<file path="config.mk">
export PLATFORM = sky130hd
export DESIGN_NAME = mod_s2p
export DESIGN_NICKNAME = d
export VERILOG_FILES = /design/src/rtl/qam_pkg.sv /design/src/rtl/mod_sym_fifo.sv /design/src/rtl/mod_s2p.sv
export SDC_FILE = /design/constraint.sdc
export NUM_CORES = 1
export LEC_CHECK = 0
export CORE_MARGIN = 1
export CORE_UTILIZATION = 50
export CTS_CLUSTER_DIAMETER = 40
export DETAILED_ROUTE_END_ITERATION = 10
export PLACE_DENSITY = 0.75
export SYNTH_ARGS = -nofsm -noshare
export SYNTH_HDL_FRONTEND = slang
export SYNTH_SLANG_ARGS = --single-unit
</file>
<file path="constraint.sdc">
create_clock -name serial_clk -period 1.9 [get_ports serial_clk]
set_input_delay 0.475 -clock serial_clk [delete_from_list [all_inputs] [get_ports serial_clk]]
set_output_delay 0.475 -clock serial_clk [all_outputs]
set_load 0.01 [all_outputs]
</file>
<file path="src/rtl/qam_pkg.sv">
// Shared 16QAM definitions: symbol width/type and the per-axis Gray map used by
// both the modulator packer and the demodulator de-mapper.
package qam_pkg;

    localparam int QAM_SYM_W = 4;

    typedef logic [QAM_SYM_W-1:0] qam_sym_t;

    // 2-bit binary to Gray: 00->00, 01->01, 10->11, 11->10
    function automatic logic [1:0] gray2(input logic [1:0] b);
        return {b[1], b[1] ^ b[0]};
    endfunction

endpackage

</file>
<file path="src/rtl/mod_sym_fifo.sv">
// Generic synchronous FIFO with a combinational head read and extra-MSB pointers
// so that full and empty are distinguishable without a separate counter.
module mod_sym_fifo #(
    parameter int W          = 4,
    parameter int FIFO_DEPTH = 4,
    parameter int ADDR_W     = 2
) (
    input  logic              serial_clk,
    input  logic              reset_n,
    input  logic              push,
    input  logic              pop,
    input  logic [W-1:0]      wdata,
    output logic [W-1:0]      rdata,
    output logic              full,
    output logic              empty,
    output logic [ADDR_W:0]   level
);

    logic [ADDR_W:0] wr_ptr_reg;
    logic [ADDR_W:0] rd_ptr_reg;
    logic [W-1:0]    mem [FIFO_DEPTH];
    logic            wr_en;
    logic            rd_en;

    assign empty = (wr_ptr_reg == rd_ptr_reg);
    assign full  = (wr_ptr_reg[ADDR_W] != rd_ptr_reg[ADDR_W]) &&
                   (wr_ptr_reg[ADDR_W-1:0] == rd_ptr_reg[ADDR_W-1:0]);
    assign level = wr_ptr_reg - rd_ptr_reg;

    // A write into a full FIFO is fine when the head leaves on the same edge.
    assign wr_en = push && (!full || pop);
    assign rd_en = pop && !empty;

    always_ff @(posedge serial_clk or negedge reset_n) begin
        if (!reset_n) begin
            wr_ptr_reg <= '0;
            rd_ptr_reg <= '0;
        end else begin
            if (wr_en) wr_ptr_reg <= wr_ptr_reg + 1'b1;
            if (rd_en) rd_ptr_reg <= rd_ptr_reg + 1'b1;
        end
    end

    // Entries are cleared on reset so the head output reads 0 out of reset.
    for (genvar gi = 0; gi < FIFO_DEPTH; gi++) begin : g_mem
        always_ff @(posedge serial_clk or negedge reset_n) begin
            if (!reset_n)
                mem[gi] <= '0;
            else if (wr_en && (wr_ptr_reg[ADDR_W-1:0] == ADDR_W'(gi)))
                mem[gi] <= wdata;
        end
    end

    assign rdata = mem[rd_ptr_reg[ADDR_W-1:0]];

endmodule

</file>
<file path="src/rtl/mod_s2p.sv">
// Serial-to-parallel 16QAM symbol packer (MSB first) feeding a small symbol FIFO.
// Define MOD_S2P_GRAY_EN to Gray-code each symbol per I/Q half before buffering.
module mod_s2p
    import qam_pkg::*;
#(
    parameter int SYM_W      = QAM_SYM_W,
    parameter int FIFO_DEPTH = 4,
    parameter int ADDR_W     = 2
) (
    input  logic              serial_clk,
    input  logic              reset_n,
    input  logic              serial,
    input  logic              serial_valid,
    input  logic              sync,
    output logic [SYM_W-1:0]  signal,
    output logic              signal_valid,
    input  logic              signal_ready,
    output logic              overflow,
    output logic [ADDR_W:0]   fill_level
);

    localparam int CNT_W = $clog2(SYM_W);
    localparam logic [CNT_W-1:0] LAST_BIT = CNT_W'(SYM_W - 1);

    // Only the first SYM_W-1 bits need storing; the last arrives with the push.
    logic [SYM_W-2:0] shift_reg;
    logic [CNT_W-1:0] bit_cnt_reg;
    logic             overflow_reg;
    logic             sym_done;
    logic             pop;
    logic             fifo_full;
    logic             fifo_empty;
    logic [SYM_W-1:0] sym_raw;
    logic [SYM_W-1:0] sym_wdata;

    // sync always wins over a would-be final bit, so it never completes a symbol.
    assign sym_done = serial_valid && !sync && (bit_cnt_reg == LAST_BIT);
    assign sym_raw  = {shift_reg, serial};
    assign pop      = signal_valid && signal_ready;

    always_ff @(posedge serial_clk or negedge reset_n) begin
        if (!reset_n) begin
            shift_reg   <= '0;
            bit_cnt_reg <= '0;
        end else if (sync) begin
            shift_reg   <= {{(SYM_W-2){1'b0}}, serial & serial_valid};
            bit_cnt_reg <= serial_valid ? CNT_W'(1) : '0;
        end else if (serial_valid) begin
            shift_reg   <= {shift_reg[SYM_W-3:0], serial};
            bit_cnt_reg <= sym_done ? '0 : bit_cnt_reg + 1'b1;
        end
    end

    always_ff @(posedge serial_clk or negedge reset_n) begin
        if (!reset_n)
            overflow_reg <= 1'b0;
        else if (sym_done && fifo_full && !pop)
            overflow_reg <= 1'b1;
    end

`ifdef MOD_S2P_GRAY_EN
    assign sym_wdata = {gray2(sym_raw[3:2]), gray2(sym_raw[1:0])};
`else
    assign sym_wdata = sym_raw;
`endif

    mod_sym_fifo #(
        .W          (SYM_W),
        .FIFO_DEPTH (FIFO_DEPTH),
        .ADDR_W     (ADDR_W)
    ) u_fifo (
        .serial_clk (serial_clk),
        .reset_n    (reset_n),
        .push       (sym_done),
        .pop        (pop),
        .wdata      (sym_wdata),
        .rdata      (signal),
        .full       (fifo_full),
        .empty      (fifo_empty),
        .level      (fill_level)
    );

    assign signal_valid = !fifo_empty;
    assign overflow     = overflow_reg;

endmodule

</file>
==> flow_summary.html, run 1 <==
<table>
<tr><th>Metric</th><th>Value</th></tr>
<tr><th colspan="2">Outcome</th></tr>
<tr><td>Outcome</td><td>complete, but fails checks</td></tr>
<tr><td>Failing checks</td><td>setup timing</td></tr>
<tr><th colspan="2">Timing</th></tr>
<tr><td>Pins Over Slew Limit</td><td>0</td></tr>
<tr><td>Final critical delay including setup and external delays</td><td>approximately 2.1 ns</td></tr>
<tr><td>Part of the cycle the worst path needs</td><td>110%</td></tr>
<tr><td>Final hold viol count</td><td>0</td></tr>
<tr><td>Worst-case clock skew</td><td>between 0.01 and 0.015 ns</td></tr>
<tr><td>Fmax</td><td>between 400 and 500 MHz</td></tr>
<tr><td>Minimum setup slack in the final design</td><td>-0.195 ns</td></tr>
<tr><td>RSZ-0062 raised after global routing</td><td>yes</td></tr>
<tr><td>Pin slew with the least headroom to its limit</td><td>0.362 ns</td></tr>
<tr><td>Max-Slew Margin vs Limit</td><td>about three quarters</td></tr>
<tr><td>Sum of negative setup slack</td><td>-1.24 ns</td></tr>
<tr><td>Final setup violating endpoints</td><td>14</td></tr>
<tr><th colspan="2">Clock tree</th></tr>
<tr><td>CTS root buf</td><td>sky130_fd_sc_hd__clkbuf_4</td></tr>
<tr><td>Sink Count</td><td>28</td></tr>
<tr><td>CTS tree</td><td>done</td></tr>
<tr><td>Clock input transition at the sequential cells of the worst setup and hold paths</td><td>~0.15 ns</td></tr>
<tr><td>Maximum number of buffers from clock root to sink</td><td>2</td></tr>
<tr><td>Number of buffers added by the clock tree synthesis step</td><td>3</td></tr>
<tr><td>Number of levels the H-tree was split into</td><td>1</td></tr>
<tr><td>Clk Latency, worst-skew pair</td><td>0.33 ns</td></tr>
<tr><td>Number of hold buffers added after cts</td><td>0</td></tr>
<tr><th colspan="2">Synthesis</th></tr>
<tr><td>Leading area contributor after synthesis</td><td>sky130_fd_sc_hd__dfrtp_1</td></tr>
<tr><td>Synthesized instance count</td><td>97</td></tr>
<tr><td>Primary flip-flop cell chosen by synthesis mapping</td><td>sky130_fd_sc_hd__dfrtp_1</td></tr>
<tr><td>Syn. warnings</td><td>0</td></tr>
<tr><td>Most repeated cell in the gate-level netlist after synthesis</td><td>sky130_fd_sc_hd__dfrtp_1</td></tr>
<tr><td>Top cell types by occurrence after synthesis</td><td>28 x sky130_fd_sc_hd__dfrtp_1, 17 x sky130_fd_sc_hd__mux2_2, 8 x sky130_fd_sc_hd__ha_1</td></tr>
<tr><td>Post-synthesis cell area</td><td>about 1400 um2</td></tr>
<tr><td>Yosys reg bits</td><td>28</td></tr>
<tr><td>Post-synth net total</td><td>112</td></tr>
<tr><td>Post-Synthesis Mean Instance Area</td><td>approximately 15 um2</td></tr>
<tr><td>FFs w/ async S/R, synth</td><td>100%</td></tr>
<tr><td>Area fraction of the dominant cell type after synthesis</td><td>49.0%</td></tr>
<tr><td>Cell types with the largest area share after synthesis</td><td>sky130_fd_sc_hd__dfrtp_1 49%, sky130_fd_sc_hd__mux2_2 13%, sky130_fd_sc_hd__ha_1 7.0%</td></tr>
<tr><td>Number of unique standard cell types used by synthesis</td><td>27</td></tr>
<tr><td>Number of flops mapped to enable cells by yosys</td><td>0</td></tr>
<tr><td>Fraction of the yosys area taken by sequential cells</td><td>49.0%</td></tr>
<tr><th colspan="2">Critical path</th></tr>
<tr><td>Highest cell delay on the worst timing path</td><td>0.52 ns</td></tr>
<tr><td>Critical Setup Path Class</td><td>reg -&gt; out</td></tr>
<tr><td>Slowest library cell on the worst path</td><td>sky130_fd_sc_hd__fa_2</td></tr>
<tr><td>Dominant cell type by count on the critical path</td><td>sky130_fd_sc_hd__inv_2</td></tr>
<tr><td>Cell breakdown of the critical path</td><td>inv_2, ha_4, fa_2, inv_2, buf_6</td></tr>
<tr><td>Type of element capturing the critical path</td><td>output port</td></tr>
<tr><td>Endpoint arrival time on the critical path</td><td>1.62 ns</td></tr>
<tr><td>Startpoint kind of the worst setup timing path</td><td>flop</td></tr>
<tr><td>Register-to-Register Path Depth</td><td>7</td></tr>
<tr><td>Required time at the worst-slack endpoint</td><td>1.42 ns</td></tr>
<tr><td>Maximum fanout along the worst path</td><td>2</td></tr>
<tr><th colspan="2">Final layout</th></tr>
<tr><td>Layout cells sized above 1</td><td>between 40% and 50%</td></tr>
<tr><td>Area added between synthesis and finish</td><td>29.4%</td></tr>
<tr><td>Number of standard cells in the final layout excluding fillers</td><td>165</td></tr>
<tr><td>Count of filler cells inserted in the layout</td><td>between 200 and 250</td></tr>
<tr><td>Register ranked first by flip-flop count</td><td>u_fifo.mem</td></tr>
<tr><td>Post-layout net count</td><td>150</td></tr>
<tr><td>Number of flip-flops under the largest register name</td><td>16</td></tr>
<tr><td>Antenna diode count</td><td>0</td></tr>
<tr><th colspan="2">Global route</th></tr>
<tr><td>Largest net degree at the start of global routing</td><td>29</td></tr>
<tr><td>Sum of overflow across all layers after global routing</td><td>0</td></tr>
<tr><td>First-pass GRT wire length</td><td>about 4.6 mm</td></tr>
<tr><td>Number of antenna violations at the first check in global routing</td><td>0</td></tr>
<tr><td>Vias in the first global route</td><td>~960</td></tr>
<tr><td>Total routing usage reported by global routing</td><td>between 15 and 20%</td></tr>
<tr><th colspan="2">Place</th></tr>
<tr><td>Placer congestion estimate</td><td>about 0.83</td></tr>
<tr><td>Number of placed instances with taps included</td><td>158</td></tr>
<tr><td>Final HPWL from detailed placement</td><td>between 1.5 and 2 mm</td></tr>
<tr><td>Number of input and output port buffers inserted</td><td>14</td></tr>
<tr><th colspan="2">Detailed routing</th></tr>
<tr><td>WL per Instance</td><td>16.2 um</td></tr>
<tr><td>Count of nets left with antenna violations after detail routing</td><td>0</td></tr>
<tr><td>Length of the first detailed-routing pass in iterations</td><td>3</td></tr>
<tr><td>Vias</td><td>878</td></tr>
<tr><td>Number of vias per cell</td><td>5.32</td></tr>
<tr><td>Initial DRC count</td><td>11</td></tr>
<tr><td>Total wire length after detailed routing</td><td>around 2.7 mm</td></tr>
<tr><td>Remaining routing DRC violations</td><td>0</td></tr>
<tr><th colspan="2">Pwr</th></tr>
<tr><td>Fraction of power consumed by combinational cells</td><td>between 50 and 60%</td></tr>
<tr><td>Switching portion of total power</td><td>between 30 and 40%</td></tr>
<tr><td>Switching power</td><td>about 0.9 mW</td></tr>
<tr><td>Power per Cell Area</td><td>about 1300 nW/um2</td></tr>
<tr><td>Worst supply voltage drop on vdd</td><td>~1.6 mV</td></tr>
<tr><td>Part of the power in the clock network</td><td>around a tenth</td></tr>
<tr><td>Part of the total power dissipated in sequential elements</td><td>around a third</td></tr>
<tr><td>Leakage power summed over all cells</td><td>0.908 nW</td></tr>
<tr><td>Final Total Pwr</td><td>2.44 mW</td></tr>
<tr><td>Internal power</td><td>~1.5 mW</td></tr>
<tr><th colspan="2">Floorplanning</th></tr>
<tr><td>Initial cell density of the core</td><td>52.3%</td></tr>
<tr><td>Die outline height</td><td>55.5 um</td></tr>
<tr><td>Chip width</td><td>55.5 um</td></tr>
<tr><td>Standard-cell row count</td><td>19</td></tr>
<tr><td>Area of the core region</td><td>about 2700 um2</td></tr>
<tr><td>I/O pin total</td><td>15</td></tr>
<tr><td>Die Outline Area</td><td>3080 um2</td></tr>
<tr><th colspan="2">Min path</th></tr>
<tr><td>Min-Delay Path Class</td><td>in -&gt; async</td></tr>
<tr><th colspan="2">Flow run</th></tr>
<tr><td>Max-capacitance violation count</td><td>0</td></tr>
</table>
## metal layers
metal / GRT usage (%) / routed length (um) / part of all wire [%] / vias to the layer above
met1: 23.3 / 1120 / 42 / 446
li1: - / - / - / 415
met2: 36.1 / 1440 / 54 / 12
met3: 3.04 / 55 / 2.1 / 5
met4: 8.57 / 52 / 2.0 / 0
met5: 0 / 0 / 0 / -
## cells by family after synthesis
kind of cell    synth area share [%]
compound gates                  7.88
xor+xnor                        5.60
fa+ha+maj                       8.41
buf+inv                         2.71
flops                           49.0
mux                             22.9
simple gates                    3.50
## metrics by stage
step | setup slack, ns | util (%) | hold slack [ns] | area [um2]
3_5_place_dp | -0.258 | 63.9 | 0.482 | 1750
5_1_grt | -0.243 | 67.6 | 0.510 | 1850
4_1_cts | -0.200 | 65.9 | 0.495 | 1800
2_1_floorplan | 0.0208 | - | 0.179 | 1430
6_report | -0.195 | 67.6 | 0.490 | 1850
3_3_place_gp | -0.198 | 63.9 | 0.441 | 1750
## path summary, 6_finish.rpt
path / from / to / slack [ns]
max in group asynchronous: reset_n / u_fifo.rd_ptr_reg[1]$_DFFE_PN0P_ / 1.13
hold / removal: reset_n / u_fifo.wr_ptr_reg[0]$_DFFE_PN0P_ / 0.49
setup / recovery: u_fifo.wr_ptr_reg[0]$_DFFE_PN0P_ / fill_level[1] / -0.20
setup reg to reg: u_fifo.rd_ptr_reg[1]$_DFFE_PN0P_ / u_fifo.mem[3]$_DFFE_PN0P_ / -0.04
hold reg to reg: overflow$_DFFE_PN0P_ / overflow$_DFFE_PN0P_ / 0.51
min in group serial_clk: overflow$_DFFE_PN0P_ / overflow$_DFFE_PN0P_ / 0.51
## placed cells by master, fill, tap and decap left out, types with 2 or more instances in the layout
master | Yosys | layout
sky130_fd_sc_hd__inv_2 | 0 | 2
sky130_fd_sc_hd__mux4_2 | 4 | 4
sky130_fd_sc_hd__clkbuf_4 | 0 | 3
sky130_fd_sc_hd__xnor2_1 | 5 | 5
sky130_fd_sc_hd__dfrtp_1 | 28 | 27
sky130_fd_sc_hd__nor2_1 | 5 | 5
sky130_fd_sc_hd__buf_2 | 1 | 2
sky130_fd_sc_hd__clkdlybuf4s50_1 | 0 | 6
sky130_fd_sc_hd__mux2i_1 | 3 | 3
sky130_fd_sc_hd__ha_4 | 0 | 2
sky130_fd_sc_hd__inv_1 | 6 | 4
sky130_fd_sc_hd__ha_1 | 8 | 6
sky130_fd_sc_hd__buf_6 | 0 | 7
sky130_fd_sc_hd__mux2_4 | 1 | 3
sky130_fd_sc_hd__buf_4 | 1 | 18
sky130_fd_sc_hd__o211ai_4 | 2 | 3
sky130_fd_sc_hd__mux2_2 | 17 | 15
## power groups by stage
| stage | registers [mW] | logic [mW] | clock network, mW |
|---|---|---|---|
| 6_report | 0.808 | 1.37 | 0.257 |
| 5_1_grt | 0.824 | 1.49 | 0.285 |
| 4_1_cts | 0.801 | 1.26 | 0.265 |
| 3_5_place_dp | 0.814 | 1.27 | 0 |
| 3_3_place_gp | 0.804 | 1.24 | 0 |
| 2_1_floorplan | 0.826 | 0.665 | 0 |
## worst max-delay path: cells and delay by family (launching register included)
family / cells / cell delay (ns)
DFF: 1 / 0.41
adders and majority gates: 2 / 0.67
buffers and inverters: 3 / 0.21
## repair_timing
item                                    CTS  global route
endpoints found under the setup margin   25            26
setup buffers                             3             0
pin swaps                                 3             2
gates resized for setup                  35             9
## final cells by class
| cell class | count | area, um2 | share of cell area [%] |
|---|---|---|---|
| multi-input cells | 60 | 737 | 39.9 |
| clock buffers | 4 | 26.3 | 1.42 |
| flip-flops and latches | 28 | 702 | 38.0 |
| repair buffers | 36 | 323 | 17.5 |
| inverters | 6 | 22.5 | 1.22 |
| well taps | 31 | 38.8 | 2.10 |
No activity file was read; power rests on OpenSTA's default activity.
==> run 2, diff against run 1 <==
- REMOVE_ABC_BUFFERS: default -> 1
==> run 2 against run 1 <==
  * The flow still finishes with violations (setup timing)
  * Hold slack worse by 0.019 ns
  * First-iteration DRC count is 18% higher
  * Sequential share of layout area fell by 1.5 points
  * Routed wire length up 4.4%
  * Total power is 11% higher
  * Critical path type unchanged
  * Critical endpoint unchanged
==> flow_summary.html, run 2 (synthesized netlist as in run 1, its figures left out) <==
<table>
<tr><th>Metric</th><th>Value</th></tr>
<tr><th colspan="2">Critical path</th></tr>
<tr><td>Critical path buffer and inverter count</td><td>2 (-1)</td></tr>
<tr><td>Critical Setup Path Class</td><td>reg -&gt; out</td></tr>
<tr><td>Maximum fanout along the worst path</td><td>2 (unchanged)</td></tr>
<tr><td>Worst reg2reg setup slack</td><td>-0.01 ns (+0.03 ns)</td></tr>
<tr><td>Highest cell delay on the worst timing path</td><td>0.52 ns (about the same)</td></tr>
<tr><td>Reg2Reg Capture Point</td><td>u_fifo.mem[5]$_DFFE_PN0P_</td></tr>
<tr><td>Register-to-Register Path Depth</td><td>8 (+1)</td></tr>
<tr><td>Slowest library cell on the worst path</td><td>sky130_fd_sc_hd__fa_2</td></tr>
<tr><td>Worst reg2reg startpoint</td><td>u_fifo.rd_ptr_reg[1]$_DFFE_PN0P_</td></tr>
<tr><td>Startpoint kind of the worst setup timing path</td><td>flop</td></tr>
<tr><td>Cell breakdown of the critical path</td><td>ha_4, fa_2, inv_2, buf_6</td></tr>
<tr><td>Required time at the worst-slack endpoint</td><td>1.42 ns (about the same)</td></tr>
<tr><td>Cell family with the largest share of critical-path delay</td><td>adder cells</td></tr>
<tr><td>Type of element capturing the critical path</td><td>output port</td></tr>
<tr><td>Endpoint arrival time on the critical path</td><td>1.60 ns (-0.02 ns)</td></tr>
<tr><th colspan="2">Detailed routing</th></tr>
<tr><td>Total wire length after detailed routing</td><td>2.78 mm (+4.4%)</td></tr>
<tr><td>Vias</td><td>878 (unchanged)</td></tr>
<tr><td>Initial DRC count</td><td>13 (+2)</td></tr>
<tr><td>WL per Instance</td><td>17.0 um (+5.0%)</td></tr>
<tr><td>Number of vias per cell</td><td>5.35 (+0.61%)</td></tr>
<tr><td>Remaining routing DRC violations</td><td>0 (unchanged)</td></tr>
<tr><td>Count of nets left with antenna violations after detail routing</td><td>0 (unchanged)</td></tr>
<tr><td>Length of the first detailed-routing pass in iterations</td><td>4 (+1)</td></tr>
<tr><th colspan="2">Min path</th></tr>
<tr><td>Hold Crit Depth</td><td>1</td></tr>
<tr><td>Min-Delay Path Class</td><td>reg -&gt; reg</td></tr>
<tr><td>Min-delay src</td><td>overflow$_DFFE_PN0P_</td></tr>
<tr><td>Capture endpoint of the worst hold path</td><td>overflow$_DFFE_PN0P_</td></tr>
<tr><th colspan="2">Place</th></tr>
<tr><td>Final HPWL from detailed placement</td><td>1.91 mm (-1.5%)</td></tr>
<tr><td>Number of placed instances with taps included</td><td>155 (-1.9%)</td></tr>
<tr><td>Worst-case setup slack after placement</td><td>-0.242 ns (+0.0159 ns)</td></tr>
<tr><td>Number of input and output port buffers inserted</td><td>14 (unchanged)</td></tr>
<tr><td>Placer congestion estimate</td><td>0.758 (-8.9%)</td></tr>
<tr><th colspan="2">Final layout</th></tr>
<tr><td>Highest-count cells in the layout ignoring fill and taps</td><td>28 x sky130_fd_sc_hd__dfrtp_1, 17 x sky130_fd_sc_hd__mux2_4, 17 x sky130_fd_sc_hd__buf_4</td></tr>
<tr><td>Post-layout utilization of the core</td><td>70.2% (+2.6 points)</td></tr>
<tr><td>Number of flip-flops under the largest register name</td><td>16 (unchanged)</td></tr>
<tr><td>FF+latch area</td><td>701 um2 (-0.18%)</td></tr>
<tr><td>Register ranked first by flip-flop count</td><td>u_fifo.mem</td></tr>
<tr><td>Area taken by multi-input logic gates</td><td>800 um2 (+8.5%)</td></tr>
<tr><td>Layout cells sized above 1</td><td>50.4% (+1.1 points)</td></tr>
<tr><td>Count of filler cells inserted in the layout</td><td>180 (-14%)</td></tr>
<tr><td>Antenna diode count</td><td>0 (unchanged)</td></tr>
<tr><td>Commonest non-fill, non-tap cell in the layout</td><td>sky130_fd_sc_hd__dfrtp_1</td></tr>
<tr><td>Post-layout net count</td><td>149 (-0.67%)</td></tr>
<tr><td>Number of standard cells in the final layout excluding fillers</td><td>164 (-0.61%)</td></tr>
<tr><td>Area added between synthesis and finish</td><td>34.3%</td></tr>
<tr><th colspan="2">Floorplanning</th></tr>
<tr><td>I/O pin total</td><td>15 (unchanged)</td></tr>
<tr><td>Die outline height</td><td>55.5 um (unchanged)</td></tr>
<tr><td>Standard-cell row count</td><td>19 (unchanged)</td></tr>
<tr><td>Die Outline Area</td><td>3080 um2 (unchanged)</td></tr>
<tr><td>Initial cell density of the core</td><td>52.3% (unchanged)</td></tr>
<tr><td>Area of the core region</td><td>2730 um2 (unchanged)</td></tr>
<tr><td>Chip width</td><td>55.5 um (unchanged)</td></tr>
<tr><th colspan="2">Timing</th></tr>
<tr><td>Fmax</td><td>483 MHz (+1.1%)</td></tr>
<tr><td>Pins Over Slew Limit</td><td>0 (unchanged)</td></tr>
<tr><td>Pin slew with the least headroom to its limit</td><td>0.481 ns (+0.119 ns)</td></tr>
<tr><td>Minimum setup slack in the final design</td><td>-0.172 ns (+0.0233 ns)</td></tr>
<tr><td>Worst-case clock skew</td><td>0.00899 ns (-0.00108 ns)</td></tr>
<tr><td>Final setup violating endpoints</td><td>7 (-7)</td></tr>
<tr><td>RSZ-0062 raised after global routing</td><td>yes</td></tr>
<tr><td>Part of the cycle the worst path needs</td><td>109% (-1.2 points)</td></tr>
<tr><td>Final critical delay including setup and external delays</td><td>2.07 ns (-0.0233 ns)</td></tr>
<tr><td>Max-Slew Margin vs Limit</td><td>67.9% (-7.9 points)</td></tr>
<tr><td>Final hold viol count</td><td>0 (unchanged)</td></tr>
<tr><th colspan="2">Clock tree</th></tr>
<tr><td>Clock input transition at the sequential cells of the worst setup and hold paths</td><td>0.14 ns (about the same)</td></tr>
<tr><td>CTS tree</td><td>done</td></tr>
<tr><td>Sink Count</td><td>28 (unchanged)</td></tr>
<tr><td>Number of hold buffers added after cts</td><td>0 (unchanged)</td></tr>
<tr><td>Number of levels the H-tree was split into</td><td>1 (unchanged)</td></tr>
<tr><td>CTS root buf</td><td>sky130_fd_sc_hd__clkbuf_4</td></tr>
<tr><td>Maximum number of buffers from clock root to sink</td><td>2 (unchanged)</td></tr>
<tr><td>Clk Latency, worst-skew pair</td><td>0.33 ns (about the same)</td></tr>
<tr><td>Number of buffers added by the clock tree synthesis step</td><td>3 (unchanged)</td></tr>
<tr><th colspan="2">Global route</th></tr>
<tr><td>Number of antenna violations at the first check in global routing</td><td>0 (unchanged)</td></tr>
<tr><td>Sum of overflow across all layers after global routing</td><td>0 (unchanged)</td></tr>
<tr><td>Total routing usage reported by global routing</td><td>18.5% (-1.5 points)</td></tr>
<tr><td>First-pass GRT wire length</td><td>4.30 mm (-7.2%)</td></tr>
<tr><td>Largest net degree at the start of global routing</td><td>29 (unchanged)</td></tr>
<tr><td>Vias in the first global route</td><td>918 (-4.1%)</td></tr>
<tr><th colspan="2">Pwr</th></tr>
<tr><td>Leakage power summed over all cells</td><td>0.967 nW (+6.5%)</td></tr>
<tr><td>Worst supply voltage drop on vdd</td><td>1.54 mV (-6.2%)</td></tr>
<tr><td>Power per Cell Area</td><td>1410 nW/um2 (+6.8%)</td></tr>
<tr><th colspan="2">Outcome</th></tr>
<tr><td>Outcome</td><td>complete, but fails checks</td></tr>
<tr><td>Failing checks</td><td>setup timing</td></tr>
<tr><th colspan="2">Flow run</th></tr>
<tr><td>Max-capacitance violation count</td><td>0 (unchanged)</td></tr>
</table>
## run 2: cell types whose count changed in the layout (fill, tap and decap cells not counted), sizes merged
cell	change
bufinv	+1
clkbuf	-1
dlygate4sd2	-1
## run 2: area by class of cell
cell class / count / area share [%]
clock inverter: 1 / 1.56
multi-input combinational: 60 / 41.7
inverter: 6 / 1.30
timing repair buffer: 35 / 15.8
clock buffer: 3 / 1.17
sequential: 28 / 36.5
tap: 31 / 2.02
## run 2: through the flow
step	power (mW)	hold WS, ns	area (um2)	setup TNS, ns
floorplan	1.48	0.179	1410	-0.148
global placement	2.01	0.447	1710	-2.47
detailed placement	2.06	0.445	1710	-3.21
CTS	2.47	0.477	1790	-0.844
global route	2.85	0.501	1920	-2.48
finish	2.70	0.471	1920	-0.853
## run 2: how the worst max path moves through the flow
| stage | from | end | depth (start not counted) |
|---|---|---|---|
| 3_5_place_dp | u_fifo.rd_ptr_reg[0]$_DFFE_PN0P_ | fill_level[2] | 4 |
| 5_1_grt | u_fifo.rd_ptr_reg[1]$_DFFE_PN0P_ | fill_level[1] | 4 |
| 4_1_cts | u_fifo.wr_ptr_reg[0]$_DFFE_PN0P_ | fill_level[2] | 5 |
| 3_3_place_gp | u_fifo.rd_ptr_reg[0]$_DFFE_PN0P_ | fill_level[2] | 4 |
| 6_report | u_fifo.rd_ptr_reg[0]$_DFFE_PN0P_ | fill_level[1] | 4 |
| 2_1_floorplan | u_fifo.rd_ptr_reg[0]$_DFFE_PN0P_ | u_fifo.mem[0]$_DFFE_PN0P_ | 4 |
## run 2: routing by layer
metal  global-route usage, %  up-vias  part of all wire, %
met1                    23.1      437                   43
met5                       0        -                    0
met4                    6.07        0                  1.1
met3                    3.51        4                  3.8
met2                    32.2       20                   52
li1                        -      417                    -
## run 2: repair_timing
action | in CTS | in global routing
pin swaps | 2 | 6
setup endpoints to repair | 24 | 24
setup buffers | 3 | 2
gates resized for setup | 38 | 27
## run 2: worst register-to-register path: stages, from the launching register on
cell,delay [ns]
sky130_fd_sc_hd__dfrtp_1,0.39
sky130_fd_sc_hd__buf_6,0.11
sky130_fd_sc_hd__buf_6,0.10
sky130_fd_sc_hd__inv_4,0.04
sky130_fd_sc_hd__ha_4,0.26
sky130_fd_sc_hd__nand3b_1,0.09
sky130_fd_sc_hd__buf_6,0.16
sky130_fd_sc_hd__o211ai_4,0.31
sky130_fd_sc_hd__mux2_4,0.34
## run 2: report_power, final
group | switching [mW] | internal (mW) | total [mW]
Sequential | 0.0929 | 0.713 | 0.806
Clock | 0.173 | 0.213 | 0.386
Combinational | 0.680 | 0.828 | 1.51
